### src/rtl/sound_scheduler.sv
// Sound-effect scheduler for the Tetris game: latches game event strobes,
// issues the highest-priority pending effect to the single effect player,
// waits for it to finish, enforces a silence gap, and locks after game-lost.
//
// Ports:
//   clk          system clock
//   reset        synchronous, active-high reset
//   req[3:0]     event strobes: [0] key, [1] landing, [2] row clear, [3] game lost
//   mute         level; discards requests and blocks new issues
//   player_busy  effect player's write_en, high while an effect sounds
//   play         one-cycle issue pulse to the player
//   sound[1:0]   effect code, updated only together with play
//   pending[3:0] latched, not-yet-served requests
//   locked       set once the game-lost effect has completed
module sound_scheduler #(
  parameter int unsigned GAP_CYCLES    = 1000,
  parameter int unsigned START_TIMEOUT = 4,
  parameter int unsigned CNT_W         = 20
) (
  input  logic       clk,
  input  logic       reset,
  input  logic [3:0] req,
  input  logic       mute,
  input  logic       player_busy,
  output logic       play,
  output logic [1:0] sound,
  output logic [3:0] pending,
  output logic       locked
);

  localparam logic [1:0] CODE_LOST = 2'd3;

  typedef enum logic [2:0] {
    S_IDLE,
    S_WAIT_START,
    S_PLAYING,
    S_GAP,
    S_LOCKED
  } state_t;

  state_t           r_state;
  logic             r_play;
  logic [1:0]       r_sound;
  logic [3:0]       r_pending;
  logic             r_locked;
  logic [CNT_W-1:0] r_cnt;

  state_t           w_state_nxt;
  logic             w_play_nxt;
  logic [1:0]       w_sound_nxt;
  logic [3:0]       w_pending_nxt;
  logic             w_locked_nxt;
  logic [CNT_W-1:0] w_cnt_nxt;
  logic [CNT_W-1:0] w_cnt_dec;
  logic [3:0]       w_req_eff;
  logic [1:0]       w_code;
  logic [3:0]       w_clr;

  // State and output registers
  always_ff @(posedge clk) begin
    if (reset) begin
      r_state   <= S_IDLE;
      r_play    <= 1'b0;
      r_sound   <= 2'b00;
      r_pending <= 4'b0000;
      r_locked  <= 1'b0;
      r_cnt     <= '0;
    end else begin
      r_state   <= w_state_nxt;
      r_play    <= w_play_nxt;
      r_sound   <= w_sound_nxt;
      r_pending <= w_pending_nxt;
      r_locked  <= w_locked_nxt;
      r_cnt     <= w_cnt_nxt;
    end
  end

  // Next-state, counter and pending-set logic
  always_comb begin
    w_state_nxt   = r_state;
    w_play_nxt    = 1'b0;
    w_sound_nxt   = r_sound;
    w_locked_nxt  = r_locked;
    w_cnt_nxt     = r_cnt;
    w_req_eff     = (mute || r_locked) ? 4'b0000 : req;
    w_pending_nxt = r_pending | w_req_eff;
    w_cnt_dec     = (r_cnt == '0) ? '0 : r_cnt - CNT_W'(1);

    if (r_pending[3])      w_code = 2'd3;
    else if (r_pending[2]) w_code = 2'd2;
    else if (r_pending[1]) w_code = 2'd1;
    else                   w_code = 2'd0;
    // Issuing any code also drops a stale key click (bit 0)
    w_clr = (4'b0001 << w_code) | 4'b0001;

    case (r_state)
      S_IDLE: begin
        if (mute) begin
          w_pending_nxt = 4'b0000;
        end else if (r_pending != 4'b0000) begin
          w_play_nxt    = 1'b1;
          w_sound_nxt   = w_code;
          // A same-cycle request re-sets its bit after the clear
          w_pending_nxt = (r_pending & ~w_clr) | w_req_eff;
          w_cnt_nxt     = CNT_W'(START_TIMEOUT);
          w_state_nxt   = S_WAIT_START;
        end
      end
      S_WAIT_START: begin
        if (player_busy) begin
          w_state_nxt = S_PLAYING;
        end else begin
          w_cnt_nxt = w_cnt_dec;
          // Player never started: abandon the effect, no retry
          if (w_cnt_dec == '0) begin
            w_cnt_nxt   = CNT_W'(GAP_CYCLES);
            w_state_nxt = S_GAP;
          end
        end
      end
      S_PLAYING: begin
        if (!player_busy) begin
          w_cnt_nxt   = CNT_W'(GAP_CYCLES);
          w_state_nxt = S_GAP;
        end
      end
      S_GAP: begin
        w_cnt_nxt = w_cnt_dec;
        if (w_cnt_dec == '0) begin
          if (r_sound == CODE_LOST) begin
            w_locked_nxt  = 1'b1;
            w_pending_nxt = 4'b0000;
            w_state_nxt   = S_LOCKED;
          end else begin
            w_state_nxt = S_IDLE;
          end
        end
      end
      S_LOCKED: begin
        w_pending_nxt = 4'b0000;
      end
      default: begin
        w_state_nxt = S_IDLE;
      end
    endcase
  end

  assign play    = r_play;
  assign sound   = r_sound;
  assign pending = r_pending;
  assign locked  = r_locked;

endmodule
### config.mk
export PLATFORM = sky130hd
export DESIGN_NAME = sound_scheduler
export DESIGN_NICKNAME = d
export VERILOG_FILES = /design/src/rtl/sound_scheduler.sv
export SDC_FILE = /design/constraint.sdc
export NUM_CORES = 1
export LEC_CHECK = 0
export CELL_PAD_IN_SITES_DETAIL_PLACEMENT = 1
export CELL_PAD_IN_SITES_GLOBAL_PLACEMENT = 1
export CORE_MARGIN = 2
export CORE_UTILIZATION = 46
export DETAILED_ROUTE_END_ITERATION = 10
export MAX_ROUTING_LAYER = met4
export PLACE_DENSITY = 0.92
export SLEW_MARGIN = 40
export SYNTH_ARGS = -nofsm -noshare
export SYNTH_HDL_FRONTEND = slang
export SYNTH_SLANG_ARGS = --single-unit
### constraint.sdc
create_clock -name clk -period 6.7 [get_ports clk]
set_clock_uncertainty 0.05 [all_clocks]
set_input_delay 1.34 -clock clk [delete_from_list [all_inputs] [get_ports clk]]
set_output_delay 1.34 -clock clk [all_outputs]
set_load 0.005 [all_outputs]
==> summary.md <==
| Metric | Value |
|---|---|
| RSZ-0062 raised after global routing | no |
| Netlist cell types | 59 |
| Post-synth EDFFs | 0 |
| Filler Cells Inserted | 540 |
| Cells after Synth | 271 |
| Via count | 2189 |
| Largest net degree at the start of global routing | 28 |
| Hold_ws | 0.4684 ns |
| Routed len/inst | 19.43 um |
| DRT Pass-1 Iters | 4 |
| Min-delay src | sound[1]$_SDFFE_PP0P_ |
| DRT Wirelength | roughly 6400 um |
| GR Util All Layers | 0.2867 |
| Crit path arrival time | 3.34 ns |
| DRC Markers | 0 |
| Yosys warning count | 0 |
| Worst Max-Slew Pin Slew | 0.7188 ns |
| Top cells by area, synth | dfxtp_1 30%, nand2_1 5.4%, nor2_1 4.7%, o21ai_0 4.6%, a21oi_1 4.1% |
| Pwr Density | 585.8 nW/um2 |
| Top-area cell type share of the netlist area | 0.2990 |
| Clock slew at reported path FFs | 0.07 ns |
| Minimum clock period | 3.247 ns |
| FFs w/ async S/R, synth | 0 |
| Final TNS setup | 0 ns |
| WP data required | 6.80 ns |
| Buffer depth of the longest clock path | 2 |
| Rel. slew slack | 0.5168 |
| Synthesized flop and latch total | 31 |
| Clk_lat worst skew | 0.29 ns |
| CP Max Fanout | 12 |
| Detail Route Antenna Nets | 0 |
| First-pass GRT wire length | 11140 um |
| Initial Utilization | 0.4767 |
| DR iter-0 viols | between 150 and 200 |
| CP endpoint kind | flop |
| Cts hold-fix bufs | 0 |
| LEAKAGE | 0.8238 nW |
| Max-cap violations | 0 |
| CP startpoint | mute |
| Antenna diode count | 0 |
| Routed vias/inst | 6.653 |
| CP delay by family, top | compound AO/OA/AOI/OAI gates |
| CTS tree | done |
| Worst Hold Class | reg2reg |
| Number of setup buffers added after CTS | 0 |
| Synth top cells by count | 31 x dfxtp_1, 30 x nand2_1, 26 x nor2_1 |
| Die H | around 70 um |
| Hold EP | sound[1]$_SDFFE_PP0P_ |
| Final setup fails | 0 |
| CTS root buf | clkbuf_8 |
| Layout cells sized above 1 | 0.1155 |
| Layout Nets | 285 |
| Slew Viols, Final | 0 |
| H-tree Lvls | 2 |
| Hpwl dp | 4659 um |
| Syn Nets | 280 |
| Mean area per synthesized cell | 7.660 um2 |
| Max incr delay on CP | 0.50 ns |
| IO Pins | 16 |
| Status | completed |
| Period utilisation layout | 0.4847 |
| Highest Clock Rate | slightly above 0.3 GHz |
| Total grt overflow | 0 |
| Total power | 0.001366 W |
| Initial antenna violation count | 0 |
| Multi-input gate area | 1345 um2 |
| RR Startpoint | r_cnt[0]$_SDFFE_PP0P_ |
| Critical Path Source Type | primary input |
| FF-to-FF End | pending[1]$_SDFF_PP0_ |
| CP most frequent cell | o21ai_0 |
| R2R cell count | 9 |
| Final Non-Filler Cells | 329 |
| Crit-path cells | clkdlybuf4s50_1 -> o31ai_1 -> o21ai_0 -> buf_4 -> o21ai_0 -> o311ai_0 -> a21oi_2 -> a2111oi_2 |
| Full die area | 5066 um2 |
| Core area | 4354 um2 |
| CP bufs+invs | 2 |
| Post-synthesis sequential area ratio | 0.2990 |
| Vias in the first global route | 2288 |
| Die W | 71.18 um |
| Slowest cell on crit path | clkdlybuf4s50_1 |
| Port bufs | 15 |
| Maximum VDD drop | 0.0002236 V |
| CTS Sinks | 31 |
| PostCTS Resize Cnt | 0 |
| Yosys top cell by area | dfxtp_1 |
| Synth Flop Type | dfxtp_1 |
| Final hold violations | 0 |
| Synth Cell Area | 2076 um2 |
| Gpl congestion | 0.9436 |
| Placed Instances | between 300 and 400 |
| Most frequent cell after synthesis | dfxtp_1 |
| Hold Crit Depth | 2 |
| R2R Setup Slk | 3.61 ns |
| Total CTS buffers | 5 |
| Storage element area | between 600 and 700 um2 |
| Setup CP Type | in2reg |
| Area growth, synth to finish | 12.36% |
| Rows | 24 |
==> registers in the layout, indices dropped and copies added (netlist names) <==
| register | count |
|---|---|
| pending | 4 |
| r_state | 3 |
| locked | 1 |
| play | 1 |
| sound | 2 |
| r_cnt | 20 |
==> worst reg2reg max path, stage by stage, from the launching register on <==
cell and delay, ns:
dfxtp_1 0.37, inv_1 0.08, ha_1 0.35, nor3b_4 0.43
nand4_1 0.34, xnor2_1 0.23, nor4b_2 0.48, a21oi_1 0.15
o31ai_2 0.34, a211oi_1 0.13
==> placed cells by master (no fill, tap or decap), drive strengths merged, types with 5 or more instances in the layout <==
cell type,instances
dfxtp,31
inv,5
nand2,31
clkdlybuf4s50,15
a22oi,6
clkbuf,6
nor3,16
nor2b,6
and2,6
nand4,6
nor4,13
o21ai,23
a21oi,19
nor2,26
nand3,5
==> metrics by stage <==
step                worst slack [ns]  cell area, um2  utilization
finish                         3.453            2332       0.5356
global route                   3.329            2332       0.5356
CTS                            3.484            2332       0.5356
detailed placement             3.191            2215       0.5086
global placement               3.399            2208       0.5072
floorplan                      4.068            2076            -
==> kinds of logic after synthesis <==
family	share of synthesized area
compound gates	0.2670
xor+xnor	0.02110
fa+ha+maj	0.006027
buf+inv	0.05605
flops	0.2990
simple gates	0.3508
==> final cells by class <==
cell class | instances | share of cell area
clock buffer | 6 | 0.03541
clock inverter | 2 | 0.01502
inverter | 5 | 0.008047
multi-input combinational | 216 | 0.5767
sequential | 31 | 0.2661
tap | 52 | 0.02790
timing repair buffer | 17 | 0.07082
==> metal layers <==
layer	track usage	wire [um]
met2	0.4599	3094
met1	0.3533	2726
met3	0.05413	416
met4	0.1174	155
met5	-	0
==> report_power, final <==
part / internal [W] / total (W) / switching [W] / leakage, nW
Sequential: 0.000222 / 0.000315 / 0.0000926 / 0.252
Clock: 0.000120 / 0.000195 / 0.0000748 / 0.0612
Combinational: 0.000320 / 0.000856 / 0.000536 / 0.511
Total: 0.000663 / 0.00137 / 0.000703 / 0.824
==> worst max-delay path by stage <==
stage / to / depth (start not counted)
floorplan: r_cnt[16]$_SDFFE_PP0P_ / 8
global placement: r_cnt[8]$_SDFFE_PP0P_ / 8
detailed placement: r_cnt[8]$_SDFFE_PP0P_ / 8
CTS: r_cnt[8]$_SDFFE_PP0P_ / 8
global route: r_cnt[8]$_SDFFE_PP0P_ / 8
finish: r_cnt[8]$_SDFFE_PP0P_ / 8
Note: power is estimated with default switching activity, not from simulation.
